[src/rtl/mux_scan_sequencer.sv]
// mux_scan_sequencer
//   Upstream select sequencer for an 8:1 mux. Each scan steps the channel
//   selects {sel3,sel2,sel1} through channels 0..7, holds every channel for
//   SETTLE_CYCLES cycles, samples mux_out for one cycle, and assembles the
//   eight samples into data_out (bit k = channel k). A completed scan gives a
//   one-cycle valid pulse, plus a changed pulse when the word differs from the
//   previous one.
//
//   SETTLE_CYCLES : cycles a channel is held before it is sampled (legal 1..15).
//
//   Optional feature macro: MUX_SCAN_CONTINUOUS_EN
//     defined     - if start is high at the channel-7 sample, the next scan
//                   begins immediately with busy held high (back-to-back scans).
//     not defined - the sequencer always returns to IDLE after channel 7.
//
//   All outputs are registered. Reset is synchronous and active high, and it
//   overrides every other input, including an in-flight scan.

module mux_scan_sequencer #(
    parameter int unsigned SETTLE_CYCLES = 1
) (
    input  logic       clk,
    input  logic       rst,
    input  logic       start,
    input  logic       mux_out,
    output logic       sel1,
    output logic       sel2,
    output logic       sel3,
    output logic [7:0] data_out,
    output logic       valid,
    output logic       changed,
    output logic       busy
);

    // FSM encoding, kept as plain constants for legacy tool flows.
    localparam logic [1:0] ST_IDLE   = 2'd0;
    localparam logic [1:0] ST_SETTLE = 2'd1;
    localparam logic [1:0] ST_SAMPLE = 2'd2;

    localparam logic [2:0] LAST_CH     = 3'd7;
    localparam logic [3:0] SETTLE_LAST = 4'(SETTLE_CYCLES - 1);

    logic [1:0] state_q,   state_d;
    logic [2:0] ch_q,      ch_d;
    logic [3:0] cnt_q,     cnt_d;
    logic [2:0] sel_q,     sel_d;
    logic [7:0] shadow_q,  shadow_d;
    logic [7:0] data_q,    data_d;
    logic       valid_q,   valid_d;
    logic       changed_q, changed_d;
    logic       busy_q,    busy_d;

    // Continuous-restart request. It is tied low when the feature is
    // compiled out, so the FSM has a single code path in both builds.
    logic       restart;

`ifdef MUX_SCAN_CONTINUOUS_EN
    assign restart = start;
`else
    assign restart = 1'b0;
`endif

    // Next-state logic for the scan FSM and every datapath register.
    always_comb begin
        // NOTE: every variable gets a default value before the case statement,
        // so any path that leaves one unassigned holds the register value
        // instead of inferring a latch.
        state_d   = state_q;
        ch_d      = ch_q;
        cnt_d     = cnt_q;
        shadow_d  = shadow_q;
        data_d    = data_q;
        busy_d    = busy_q;
        valid_d   = 1'b0;
        changed_d = 1'b0;

        case (state_q)
            ST_IDLE: begin
                if (start) begin
                    state_d = ST_SETTLE;
                    ch_d    = 3'd0;
                    cnt_d   = 4'd0;
                    busy_d  = 1'b1;
                end
            end

            ST_SETTLE: begin
                // cnt counts the cycles already spent on this channel. The
                // last settle cycle moves to SAMPLE, so a channel is held
                // SETTLE_CYCLES cycles and then sampled for one more.
                cnt_d = cnt_q + 4'd1;
                if (cnt_q == SETTLE_LAST) begin
                    state_d = ST_SAMPLE;
                end
            end

            ST_SAMPLE: begin
                shadow_d[ch_q] = mux_out;
                if (ch_q != LAST_CH) begin
                    ch_d    = ch_q + 3'd1;
                    cnt_d   = 4'd0;
                    state_d = ST_SETTLE;
                end else begin
                    // Channel 7 goes straight into the output word. The
                    // shadow register has not captured it yet at this point.
                    data_d    = {mux_out, shadow_q[6:0]};
                    valid_d   = 1'b1;
                    changed_d = (data_d != data_q);
                    if (restart) begin
                        state_d = ST_SETTLE;
                        ch_d    = 3'd0;
                        cnt_d   = 4'd0;
                        busy_d  = 1'b1;
                    end else begin
                        // ch stays at 7 in IDLE. It wraps to 0 only when a
                        // new scan starts, and the select outputs are forced
                        // to 0 in IDLE anyway.
                        state_d = ST_IDLE;
                        busy_d  = 1'b0;
                    end
                end
            end

            default: begin
                state_d = ST_IDLE;
                busy_d  = 1'b0;
            end
        endcase

        // The selects follow the channel of the state being entered, so the
        // registered sel outputs line up with the state they belong to.
        sel_d = (state_d == ST_IDLE) ? 3'd0 : ch_d;
    end

    // State and output registers with synchronous, active-high reset.
    always_ff @(posedge clk) begin
        // NOTE: sequential state uses non-blocking assignments, so every
        // register samples the values from before the edge and the order of
        // the statements does not matter.
        if (rst) begin
            state_q   <= ST_IDLE;
            ch_q      <= 3'd0;
            cnt_q     <= 4'd0;
            sel_q     <= 3'd0;
            // NOTE: the shadow word is reset like the other registers. It is
            // only eight flops, and resetting it keeps every bit of
            // data_out/changed deterministic even if a channel was skipped
            // by an aborted scan.
            shadow_q  <= 8'h00;
            data_q    <= 8'h00;
            valid_q   <= 1'b0;
            changed_q <= 1'b0;
            busy_q    <= 1'b0;
        end else begin
            state_q   <= state_d;
            ch_q      <= ch_d;
            cnt_q     <= cnt_d;
            sel_q     <= sel_d;
            shadow_q  <= shadow_d;
            data_q    <= data_d;
            valid_q   <= valid_d;
            changed_q <= changed_d;
            busy_q    <= busy_d;
        end
    end

    assign sel1     = sel_q[0];
    assign sel2     = sel_q[1];
    assign sel3     = sel_q[2];
    assign data_out = data_q;
    assign valid    = valid_q;
    assign changed  = changed_q;
    assign busy     = busy_q;

endmodule

[config.mk]
export PLATFORM = sky130hd
export DESIGN_NAME = mux_scan_sequencer
export DESIGN_NICKNAME = d
export VERILOG_FILES = /design/src/rtl/mux_scan_sequencer.sv
export SDC_FILE = /design/constraint.sdc
export NUM_CORES = 1
export LEC_CHECK = 0
export CAP_MARGIN = 0
export CORE_MARGIN = 3
export CORE_UTILIZATION = 40
export CTS_CLUSTER_DIAMETER = 40
export DETAILED_ROUTE_END_ITERATION = 6
export PLACE_DENSITY = 0.7
export REMOVE_ABC_BUFFERS = 1
export SLEW_MARGIN = 20
export SYNTH_ARGS = -nofsm -noshare
export SYNTH_HDL_FRONTEND = slang
export SYNTH_SLANG_ARGS = --single-unit
[constraint.sdc]
create_clock -name clk -period 2 [get_ports clk]
set_input_delay 0.3 -clock clk [delete_from_list [all_inputs] [get_ports clk]]
set_output_delay 0.3 -clock clk [all_outputs]
set_load 0.05 [all_outputs]
==> Word-level counts from Yosys, hierarchy flattened <==
Index checks and enable logic that the tools add are counted.
{ "word_totals": {"register_bits": 31, "elab_cells": 51, "output_inout_bits": 14} }
{ "op_classes": {"n_mux": 17, "n_lt_le_gt_ge": 2, "n_addsub": 2, "reduce_logical": 11, "bitwise": 3, "eq_ne": 7} }
{ "op_table": {"columns": ["operator", "n"], "rows": [
  ["$pmux 4 s3", 1],
  ["$bwmux 8", 1],
  ["$mux 4", 2],
  ["$ne 8x8->1", 1],
  ["$mux 3", 2],
  ["$ne 2x2->1 const B", 3],
  ["$pmux 2 s3", 1],
  ["$pmux 3 s2", 1],
  ["$reduce_and 3->1", 2],
  ["$mux 1", 5],
  ["$add 4x1->4 const B", 1],
  ["$logic_not 2->1", 2],
  ["$logic_not 4->1", 1],
  ["$lt 3x4->1 const B", 1],
  ["$mux 2", 2],
  ["$reduce_or 2->1", 2],
  ["$add 3x1->3 const B", 1],
  ["$demux 1 s3", 1],
  ["$ge 3x1->1 const B", 1],
  ["$ne 3x3->1 const B", 1],
  ["$not 1->1", 3],
  ["$pmux 1 s3", 1],
  ["$reduce_bool 3->1", 1],
  ["$reduce_or 3->1", 1],
  ["4 further kinds", 4]
]} }

==> Depth between registers and ports, before layout <==
Gate-level depths: netlist (run 1).
{ "logic_depth": {"depth_word": 5, "depth_mapped": 6, "depth_no_buf": 5} }

==> Worst setup path after synthesis (run 1) <==
Ideal clock, no wire load.
{ "synth_path": {"path_kind": "register -> register", "start": "register ch_q[1]", "end": "register data_q[0] (netlist: data_out[0])", "arrival_time_ns": 1.269, "t_required_ns": 1.868, "period_less_slack_ns": 1.401, "setup_ns": 0.132, "stages_incl_launch_ff": 6, "setup_slack_ns": 0.599, "path_buffers": 0, "cell_sequence": "dfxtp_1 ha_1 nor2b_1 nand3_1 nand2_1 a21oi_1"} }
{ "synth_via": {"elab_chain_len": 3} }
{ "synth_lines": {"columns": ["item", "line", "rtl"], "rows": [
  ["from (decl)", "44", "logic [2:0] ch_q, ch_d;"],
  ["from (signal assigned)", "156", "ch_q <= ch_d;"],
  ["$ne 3x3->1", "99", "if (ch_q != LAST_CH) begin"],
  ["$not 1->1 (no line)", null, null],
  ["$reduce_and 2->1 (no line)", null, null],
  ["to (signal assigned)", "160", "data_q <= data_d;"],
  ["to (decl)", "48", "logic [7:0] data_q, data_d;"]
]} }
No other way between the ends.
A chain may end at the register's enable or synchronous reset.

==> Final worst setup path (run 1) <==
{ "layout_path": {"start": "register data_q[5] (netlist: data_out[5])", "end": "output data_out[5]"} }
{ "layout_lines": {"columns": ["item", "line", "rtl"], "rows": [
  ["to (decl)", "29", "output logic [7:0] data_out,"]
]} }
No word-level cell between the ends.

==> key figures, run 1 <==
GRT
  – GRT Overall Usage: 14.5%
  – Initial antenna violation count: 0
  – M1 GR Usage: 18.8%
  – Largest net degree at the start of global routing: 16
  – Met3 usage: 4.75%
  – First-pass GRT wire length: about 4600 um
  – M2 GR Usage: between 20% and 30%
  – Busiest layer in global routing: met2
  – GRT overflow: 0
  – Number of global-route vias before repair: 1021

Synthesis
  – Distinct cells, synth: 32
  – Synth Cell Area: 1350 um2
  – Sequential fraction of the synthesis area: 44.6%
  – #FFs+latches synth: 30
  – Avg Cell Area, Syn: 8.69 um2
  – Warnings from Yosys: 0
  – Synth Instances: between 150 and 200

Clock tree
  – Clock slew at reported path FFs: 80 ps
  – CTS buffer count: 5
  – H-tree depth: 2
  – Post-cts resize count: 0
  – TritonCTS clock tree: built
  – Root Buffer Master: clkbuf_4
  – Setup Fix Bufs, Post-CTS: 0
  – CTS max path bufs: 2
  – Hold Buf Count CTS: 0
  – Sink Count: 30
  – Worst skew pair latency: 330 ps

STA
  – Setup TNS Final: 0 ps
  – Period utilization: 92.2%
  – Worst-Margin Slew: 501 ps
  – Final Skew: 6.97 ps
  – RSZ-0062 raised after global routing: false
  – Hold Fails Final Rpt: 0
  – Min Tclk post-route: 1840 ps
  – Fmax: 542 MHz
  – WHS: 486 ps
  – Final Setup Violations: 0
  – Max Slew Vio Count: 0
  – Max_slew headroom: 66.5%

Place
  – GP Congestion: 0.789
  – I/O Buffers: 17
  – Dpl hpwl: 1860 um

Cells and area
  – Layout cells sized above 1: 8.62%
  – Multi-input gate area: 688 um2
  – Register area: 601 um2
  – N_diodes: 0
  – Final nets: 182
  – Area grow syn2layout: 19.8%
  – # fillers: 293

Critical path
  – WP data required: between 1500 and 2000 ps
  – CP Max Fanout: 3
  – Crit-path cells: clkdlybuf4s50_1
  – Slowest stage delay, CP: 830 ps
  – CP Capture Type: primary output
  – Startpoint types: flip-flop
  – Worst path arrival time: roughly 1500 ps
  – Top delay family on crit path: buffers and inverters
  – Crit Path Category: flip-flop to primary output
  – CP max-delay cell: clkdlybuf4s50_1
  – WP buf/inv: 1

Floorplan
  – Die width: ~64 um
  – Core area: 3130 um2
  – Die height: 64.0 um
  – Initial Utilization: between 40% and 50%
  – DIE AREA: 4100 um2
  – # rows: 20
  – I/O pin cnt: 18

Pwr
  – Power Dens Cells: 664 nW/um2
  – Sw Share: 24.6%
  – Flop pwr share: 58.0%
  – Clock share of power: 32.5%
  – Share of total power in combinational logic: 9.5%
  – Total chip power: 1070 uW
  – Maximum vdd drop: 0.311 mV
  – Leak pwr: 0.000659 uW
  – Internal Pwr Total: 809 uW
  – Switching power: 263 uW

Detailed routing
  – DRC viols: 0
  – Via density: between 4 and 5
  – Detailed-route via count: 1086
  – Wire per inst: 12.1 um
  – Drt pass-1 iters: 6
  – Total Routed Length: 2640 um
  – Final ANT Viol Nets: 0
  – 1st-iter DRT viols: between 70 and 80

Status
  – Outcome: finished clean

Worst hold path
  – Worst hold path class: flip-flop to flip-flop

Flow run
  – Maximum Capacitance Violations: 0
[per-layer routing]
layer,wire [um],vias to the layer above
met2,1210,25
met3,134,5
met1,1250,494
li1,-,562
met5,0,-
met4,48,0
[cell usage after synthesis]
cell type | instances | share of area (%)
nand3_1 | 5 | 1.9
buf_6 | 1 | 0.84
nor2b_1 | 2 | 0.93
a21oi_1 | 18 | 6.7
clkbuf_1 | 5 | 1.4
nor2_1 | 14 | 3.9
nor2b_2 | 1 | 0.65
nand4b_1 | 2 | 1.3
a31oi_1 | 1 | 0.46
a221oi_4 | 1 | 2.0
inv_1 | 5 | 1.4
and3_1 | 2 | 0.93
and2b_4 | 1 | 0.74
or2_2 | 1 | 0.46
nand2_1 | 23 | 6.4
nor3b_1 | 1 | 0.56
nand2b_1 | 1 | 0.46
o21ai_0 | 6 | 2.2
mux2i_1 | 7 | 5.2
xor2_1 | 9 | 5.8
ha_1 | 3 | 2.8
or3_1 | 3 | 1.4
nor3b_2 | 1 | 0.93
and2_1 | 1 | 0.46
a211oi_1 | 1 | 0.56
nor4_1 | 2 | 0.93
nand3b_1 | 2 | 1.1
dfxtp_1 | 30 | 45
buf_2 | 2 | 0.74
o21bai_1 | 1 | 0.56
xnor2_1 | 1 | 0.65
a22oi_1 | 2 | 1.1
[sequential cells by signal, summed over array words and instances, names as in the netlist]
register  count
busy          1
ch_q          3
changed       1
cnt_q         4
data_out      8
sel_q         3
shadow_q      7
state_q       2
valid         1
[per-stage QoR]
stage | setup WS (ps) | cell area [um2] | std cells | util [%]
floorplan | 547 | 1310 | 147 | -
CTS | 144 | 1610 | 218 | 51.6
global placement | 384 | 1560 | 212 | 50.0
finish | 156 | 1610 | 218 | 51.6
global route | 55.2 | 1610 | 218 | 51.6
detailed placement | 262 | 1560 | 212 | 50.0
[power groups by stage]
stage | Sequential (uW) | Combinational, uW | Clock [uW]
final | 622 | 102 | 348
after detailed placement | 635 | 102 | 0
after floorplan | 642 | 54.5 | 0
after global routing | 624 | 113 | 392
after global placement | 635 | 100 | 0
after CTS | 621 | 102 | 361
[cell usage in the layout, fill, tap and decap left out, types with 2 or more instances in the layout]
cell type / n
clkdlybuf4s50_1: 17
clkbuf_4: 5
ha_1: 3
buf_4: 4
a21oi_1: 18
nand2_1: 23
nor4_1: 2
dfxtp_1: 30
mux2i_1: 7
and3_1: 2
o21ai_0: 6
nand3_1: 5
nand4b_1: 2
xor2_1: 9
nand3b_1: 2
a22oi_1: 2
inv_1: 5
nor2_1: 14
or3_1: 3
nor2b_1: 2
[worst paths after layout]
path | start | to | slack, ps | cells past startpoint
max | data_out[5] | data_out[5] | 160 | 1
min | data_out[6] | data_out[6] | 490 | 2
max reg2reg | ch_q[0] | data_out[1] | 220 | 5
min reg2reg | data_out[6] | data_out[6] | 490 | 2
[final cells by class]
cell class              instances  area share [%]
clock buffers                   6            3.18
multi-input cells             112            42.6
flip-flops and latches         30            37.2
well taps                      44            3.41
repair buffers                 21            12.4
inverters                       5            1.16
[logic make-up after synthesis]
family / Yosys count / synth area share, %
mux: 7 / 5.20
buf+inv: 13 / 4.36
fa+ha+maj: 3 / 2.79
compound gates: 30 / 13.6
xor+xnor: 10 / 6.50
simple gates: 62 / 23.0
flops: 30 / 44.6
(Power assumes the default switching activity.)
==> run 2, diff against run 1 <==
--- a/config.mk
+++ b/config.mk
@@ -11,6 +11,7 @@
 export CTS_CLUSTER_DIAMETER = 40
 export DETAILED_ROUTE_END_ITERATION = 6
 export PLACE_DENSITY = 0.7
+export RECOVER_POWER = 100
 export REMOVE_ABC_BUFFERS = 1
 export SLEW_MARGIN = 20
 export SYNTH_ARGS = -nofsm -noshare
==> run 2 against run 1 <==
Effect of this change: count of clock-buffer cells in the layout unchanged; non-clock buffer count unchanged; via count decreased by 0.83%; wire length decreased by 0.23%; critical endpoint unchanged.
==> key figures, run 2 (synthesis gave the netlist of run 1 again) <==
Critical path
  – FF-to-FF Start: ch_q[0]
  – Startpoint types: flip-flop
  – Worst R2R Setup Slack: 250 ps (+30 ps)
  – WP buf/inv: 1 (unchanged)
  – CP Capture Type: primary output
  – Worst path arrival time: 1610 ps (+70 ps)
  – FF-to-FF End: data_out[1]
  – WP data required: 1700 ps (about the same)
  – Top delay family on crit path: buffers and inverters
  – Crit-path cells: dlygate4sd3_1
  – Crit Path Category: flip-flop to primary output
  – CP Max Fanout: 3 (unchanged)
  – Slowest stage delay, CP: 890 ps (+60 ps)
  – CP max-delay cell: dlygate4sd3_1
  – Reg2reg path depth: 5 (unchanged)

Clock tree
  – Sink Count: 30 (unchanged)
  – TritonCTS clock tree: built
  – Post-cts resize count: 0 (unchanged)
  – Clock slew at reported path FFs: 80 ps (about the same)
  – H-tree depth: 2 (unchanged)
  – Hold Buf Count CTS: 0 (unchanged)
  – CTS buffer count: 5 (unchanged)
  – Setup Fix Bufs, Post-CTS: 0 (unchanged)
  – Worst skew pair latency: 330 ps (about the same)
  – CTS max path bufs: 2 (unchanged)
  – Root Buffer Master: clkbuf_4

Cells and area
  – Largest register FFs: 8 (unchanged)
  – Most frequent cells in the layout: dfxtp_1, nand2_1, a21oi_1
  – Layout cells sized above 1: 6.90% (-1.7 points)
  – Area grow syn2layout: 18.2%
  – Most common library cell in the layout ignoring fill and taps: dfxtp_1
  – Final nets: 182 (unchanged)
  – Fin area: 1590 um2 (-1.3%)
  – Post-Route Utilization: 50.9% (-0.68 points)
  – N_diodes: 0 (unchanged)

GRT
  – M1 GR Usage: 18.8% (unchanged)
  – GRT Overall Usage: 14.5% (unchanged)
  – GRT overflow: 0 (unchanged)
  – M2 GR Usage: 22.1% (unchanged)
  – Number of global-route vias before repair: 1021 (unchanged)
  – Busiest layer in global routing: met2
  – Met3 usage: 4.75% (unchanged)
  – Largest net degree at the start of global routing: 16 (unchanged)
  – Initial antenna violation count: 0 (unchanged)
  – First-pass GRT wire length: 4600 um (unchanged)

STA
  – Hold Fails Final Rpt: 0 (unchanged)
  – Worst setup margin: 93.6 ps (-62.9 ps)
  – Setup TNS Final: 0 ps (unchanged)
  – Period utilization: 95.3% (+3.1 points)
  – RSZ-0062 raised after global routing: false
  – Max_slew headroom: 63.7% (-2.8 points)
  – Fmax: 525 MHz (-3.3%)
  – Max Slew Vio Count: 0 (unchanged)
  – Min Tclk post-route: 1910 ps (+62.9 ps)
  – Final Skew: 6.87 ps (-0.0948 ps)
  – Final Setup Violations: 0 (unchanged)
  – Worst-Margin Slew: 544 ps (+43.0 ps)

Place
  – Pre-CTS WS: 262 ps (unchanged)
  – I/O Buffers: 17 (unchanged)
  – GP Congestion: 0.789 (unchanged)
  – Dpl hpwl: 1860 um (unchanged)
  – Placed inst area: 1560 um2 (unchanged)

Detailed routing
  – Detailed-route via count: 1077 (-0.83%)
  – Final ANT Viol Nets: 0 (unchanged)
  – Via density: 4.94 (-0.83%)
  – Total Routed Length: 2640 um (-0.23%)
  – Drt pass-1 iters: 4 (-2)
  – DRC viols: 0 (unchanged)
  – 1st-iter DRT viols: 78 (-1.3%)
  – Wire per inst: 12.1 um (-0.23%)

Floorplan
  – Die height: 64.0 um (unchanged)
  – Core area: 3130 um2 (unchanged)
  – Initial Utilization: 43.1% (unchanged)
  – # rows: 20 (unchanged)
  – DIE AREA: 4100 um2 (unchanged)
  – I/O pin cnt: 18 (unchanged)
  – Die width: 64.0 um (unchanged)

Status
  – Outcome: finished clean

Pwr
  – Leak pwr: 0.000701 uW (+6.4%)
  – Sw Share: 24.5% (-0.12 points)
  – Internal Pwr Total: 803 uW (-0.73%)
  – Power Dens Cells: 667 nW/um2 (+0.44%)
  – Flop pwr share: 58.4% (+0.4 points)
  – Switching power: 260 uW (-1.4%)
  – Share of total power in combinational logic: 8.9% (-0.6 points)
  – Maximum vdd drop: 0.313 mV (+0.59%)
  – Clock share of power: 32.7% (+0.2 points)

Flow run
  – Maximum Capacitance Violations: 0 (unchanged)

Worst hold path
  – Worst hold path class: flip-flop to flip-flop
  – Worst Hold Depth: 2 (unchanged)
  – Endpoint of the worst hold path: data_out[6]
  – Min-delay src: data_out[6]
## run 2: routing by layer
| layer | up-vias | share of wire (%) |
|---|---|---|
| li1 | 565 | - |
| met1 | 488 | 49 |
| met2 | 19 | 45 |
| met3 | 5 | 3.7 |
| met4 | 0 | 1.8 |
| met5 | - | 0 |
## run 2: final cells by class
class / count / area (um2)
Fill cell: 298 / 1540
Timing Repair Buffer: 21 / 200
Sequential cell: 30 / 601
Clock buffer: 6 / 51.3
Inverter: 5 / 18.8
Multi-Input combinational cell: 112 / 667
Tap cell: 44 / 55.1
## run 2: worst max-delay path by stage
stage	start	endpoint	slack, ps	cells past startpoint
after floorplan	ch_q[0]	cnt_q[3]	550	5
after global placement	ch_q[0]	changed	380	4
after detailed placement	ch_q[0]	data_out[5]	260	5
after CTS	data_out[5]	data_out[5]	140	1
after global routing	data_out[4]	data_out[4]	60	1
final	data_out[5]	data_out[5]	90	1
## run 2: stage by stage
step	std cells	hold WS (ps)	power (uW)
final	218	483	1060
after global routing	218	512	1120
after CTS	218	488	1080
after detailed placement	212	476	737
after global placement	212	464	735
after floorplan	147	369	697
## run 2: worst register-to-register path: stages (launching register included)
cell and delay [ps]:
dfxtp_1 490, ha_1 320, nor2b_1 230, nand3_1 350, nand2_1 180, a21oi_1 80
## run 2: power by group through the flow
stage	clock network, uW	logic [uW]	registers, uW
6_report	347	94.8	620
3_5_place_dp	0	102	635
5_1_grt	392	105	623
2_1_floorplan	0	54.5	642
3_3_place_gp	0	100	635
4_1_cts	361	102	621
==> run 3, diff against run 2 <==
--- a/config.mk
+++ b/config.mk
@@ -10,6 +10,7 @@
 export CORE_UTILIZATION = 40
 export CTS_CLUSTER_DIAMETER = 40
 export DETAILED_ROUTE_END_ITERATION = 6
+export GPL_TIMING_DRIVEN = 0
 export PLACE_DENSITY = 0.7
 export RECOVER_POWER = 100
 export REMOVE_ABC_BUFFERS = 1
==> run 3 against run 2 <==
Effect of this change: utilization rose by 0.24 points; clock skew increased by 6.9 ps; sequential cell count is the same; total power grew 13%; final cell count fell by 1.4%; maximum frequency increased by 0.35%; sequential share of layout area fell by 0.18 points; register-to-register slack better by 20 ps; sequential power is essentially flat; worst hold slack better by 2.5 ps; critical path type unchanged; largest power group unchanged; highest routed layer unchanged.
==> key figures, run 3 (synthesis gave the netlist of run 1 again) <==
Pwr
  – Total chip power: 1200 uW (+13%)
  – Leak pwr: 0.000694 uW (-1.0%)
  – Maximum vdd drop: 0.311 mV (-0.65%)
  – Power Dens Cells: 752 nW/um2 (+13%)

Flow run
  – Maximum Capacitance Violations: 0 (unchanged)

Detailed routing
  – Total Routed Length: 2470 um (-6.1%)
  – Detailed-route via count: 1090 (+1.2%)
  – Via density: 5.07 (+2.6%)
  – DRC viols: 0 (unchanged)
  – Drt pass-1 iters: 4 (unchanged)
  – 1st-iter DRT viols: 29 (-63%)
  – Wire per inst: 11.5 um (-4.8%)
  – Final ANT Viol Nets: 0 (unchanged)

GRT
  – M2 GR Usage: 23.2% (+1.2 points)
  – Initial antenna violation count: 0 (unchanged)
  – Busiest layer in global routing: met2
  – Met3 usage: 3.69% (-1.1 points)
  – GRT overflow: 0 (unchanged)
  – Number of global-route vias before repair: 1070 (+4.8%)
  – First-pass GRT wire length: 4530 um (-1.5%)
  – Largest net degree at the start of global routing: 29 (+13)
  – GRT Overall Usage: 14.1% (-0.34 points)
  – M1 GR Usage: 16.1% (-2.7 points)

STA
  – Fmax: 526 MHz (+0.35%)
  – Final Skew: 13.8 ps (+6.93 ps)
  – Final Setup Violations: 0 (unchanged)
  – Min Tclk post-route: 1900 ps (-6.74 ps)
  – Max Slew Vio Count: 0 (unchanged)
  – Period utilization: 95.0% (-0.34 points)
  – RSZ-0062 raised after global routing: false
  – Setup TNS Final: 0 ps (unchanged)
  – Hold Fails Final Rpt: 0 (unchanged)
  – Worst setup margin: 100 ps (+6.74 ps)
  – WHS: 486 ps (+2.54 ps)
  – Max_slew headroom: 34.3% (-29 points)
  – Worst-Margin Slew: 982 ps (+438 ps)

Critical path
  – Crit Path Category: flip-flop to primary output
  – CP max-delay cell: dlygate4sd3_1
  – Top delay family on crit path: buffers and inverters
  – Crit path from: data_out[2]
  – Worst path arrival time: 1600 ps (about the same)
  – FF-to-FF End: data_out[1]
  – FF-to-FF Start: ch_q[0]
  – Worst R2R Setup Slack: 270 ps (+20 ps)
  – Critical path capture point: data_out[2]
  – Worst path depth: 1 (unchanged)
  – Slowest stage delay, CP: 890 ps (about the same)
  – Crit-path cells: dlygate4sd3_1
  – CP Max Fanout: 3 (unchanged)
  – Reg2reg path depth: 5 (unchanged)
  – WP data required: 1700 ps (about the same)
  – Startpoint types: flip-flop
  – WP buf/inv: 1 (unchanged)
  – CP Capture Type: primary output

Floorplan
  – Initial Utilization: 43.1% (unchanged)
  – I/O pin cnt: 18 (unchanged)
  – Die height: 64.0 um (unchanged)
  – DIE AREA: 4100 um2 (unchanged)
  – Die width: 64.0 um (unchanged)
  – # rows: 20 (unchanged)
  – Core area: 3130 um2 (unchanged)

Cells and area
  – Layout cells sized above 1: 6.43% (-0.46 points)
  – Largest register FFs: 8 (unchanged)
  – # fillers: 298 (unchanged)
  – Most common library cell in the layout ignoring fill and taps: dfxtp_1
  – Final nets: 178 (-2.2%)
  – Area grow syn2layout: 18.8%
  – Finished Layout Cells: 215 (-1.4%)
  – Most frequent cells in the layout: dfxtp_1, nand2_1, a21oi_1
  – N_diodes: 0 (unchanged)

Clock tree
  – Sink Count: 30 (unchanged)
  – CTS buffer count: 5 (unchanged)
  – Setup Fix Bufs, Post-CTS: 0 (unchanged)
  – Worst skew pair latency: 330 ps (about the same)
  – Root Buffer Master: clkbuf_4
  – H-tree depth: 2 (unchanged)
  – TritonCTS clock tree: built
  – CTS max path bufs: 2 (unchanged)
  – Clock slew at reported path FFs: 100 ps (+20 ps)

Worst hold path
  – Worst hold path class: flip-flop to flip-flop

Place
  – Placed insts: 208 (-1.9%)
  – Dpl hpwl: 1740 um (-6.7%)
  – Pre-CTS WS: 26.0 ps (-236 ps)
  – GP Congestion: 0.699 (-11%)
  – I/O Buffers: 17 (unchanged)

Status
  – Outcome: finished clean
==> run 3: worst min-delay path by stage <==
stage                      startpoint          end  slack (ps)  cells past startpoint
after floorplan                   rst         busy         370                      1
after detailed placement         busy         busy         470                      2
final                            busy         busy         490                      2
after global placement       cnt_q[3]     cnt_q[3]         460                      2
after CTS                        busy         busy         490                      2
after global routing      data_out[4]  data_out[4]         520                      2
==> run 3: area by class of cell <==
type	instances	area, um2	share of cell area [%]
clock inverters	1	30.0	1.88
clock buffers	6	51.3	3.21
multi-input cells	112	674	42.1
flip-flops and latches	30	601	37.5
repair buffers	17	170	10.6
well taps	44	55.1	3.44
inverters	5	18.8	1.17
==> run 3: power by group <==
group	total [uW]	internal [uW]	switching [uW]
logic	90.5	35.8	54.7
clock network	491	291	200
registers	621	608	13.3
==> run 3: worst register-to-register path: stages, from the launching register on <==
cell and delay (ps):
dfxtp_1 500, ha_1 310, nor2b_1 250, and3_1 380
nand2_1 100, a21oi_1 130
==> run 3: routing by layer <==
metal	vias to the layer above	share of wire (%)
met1	513	46
met5	-	0
met4	0	1.7
met2	21	48
met3	4	3.7
li1	552	-
==> run 3: through the flow <==
stage               instance area (um2)  utilization [%]
floorplan                          1310                -
global placement                   1530             49.0
detailed placement                 1530             49.0
CTS                                1610             51.6
global route                       1600             51.2
finish                             1600             51.2
==> run 3: what timing repair did <==
| item | CTS | global route |
|---|---|---|
| setup endpoints to repair | 0 | 6 |
| hold buffers | 0 | 0 |
| gates resized for setup | 0 | 1 |
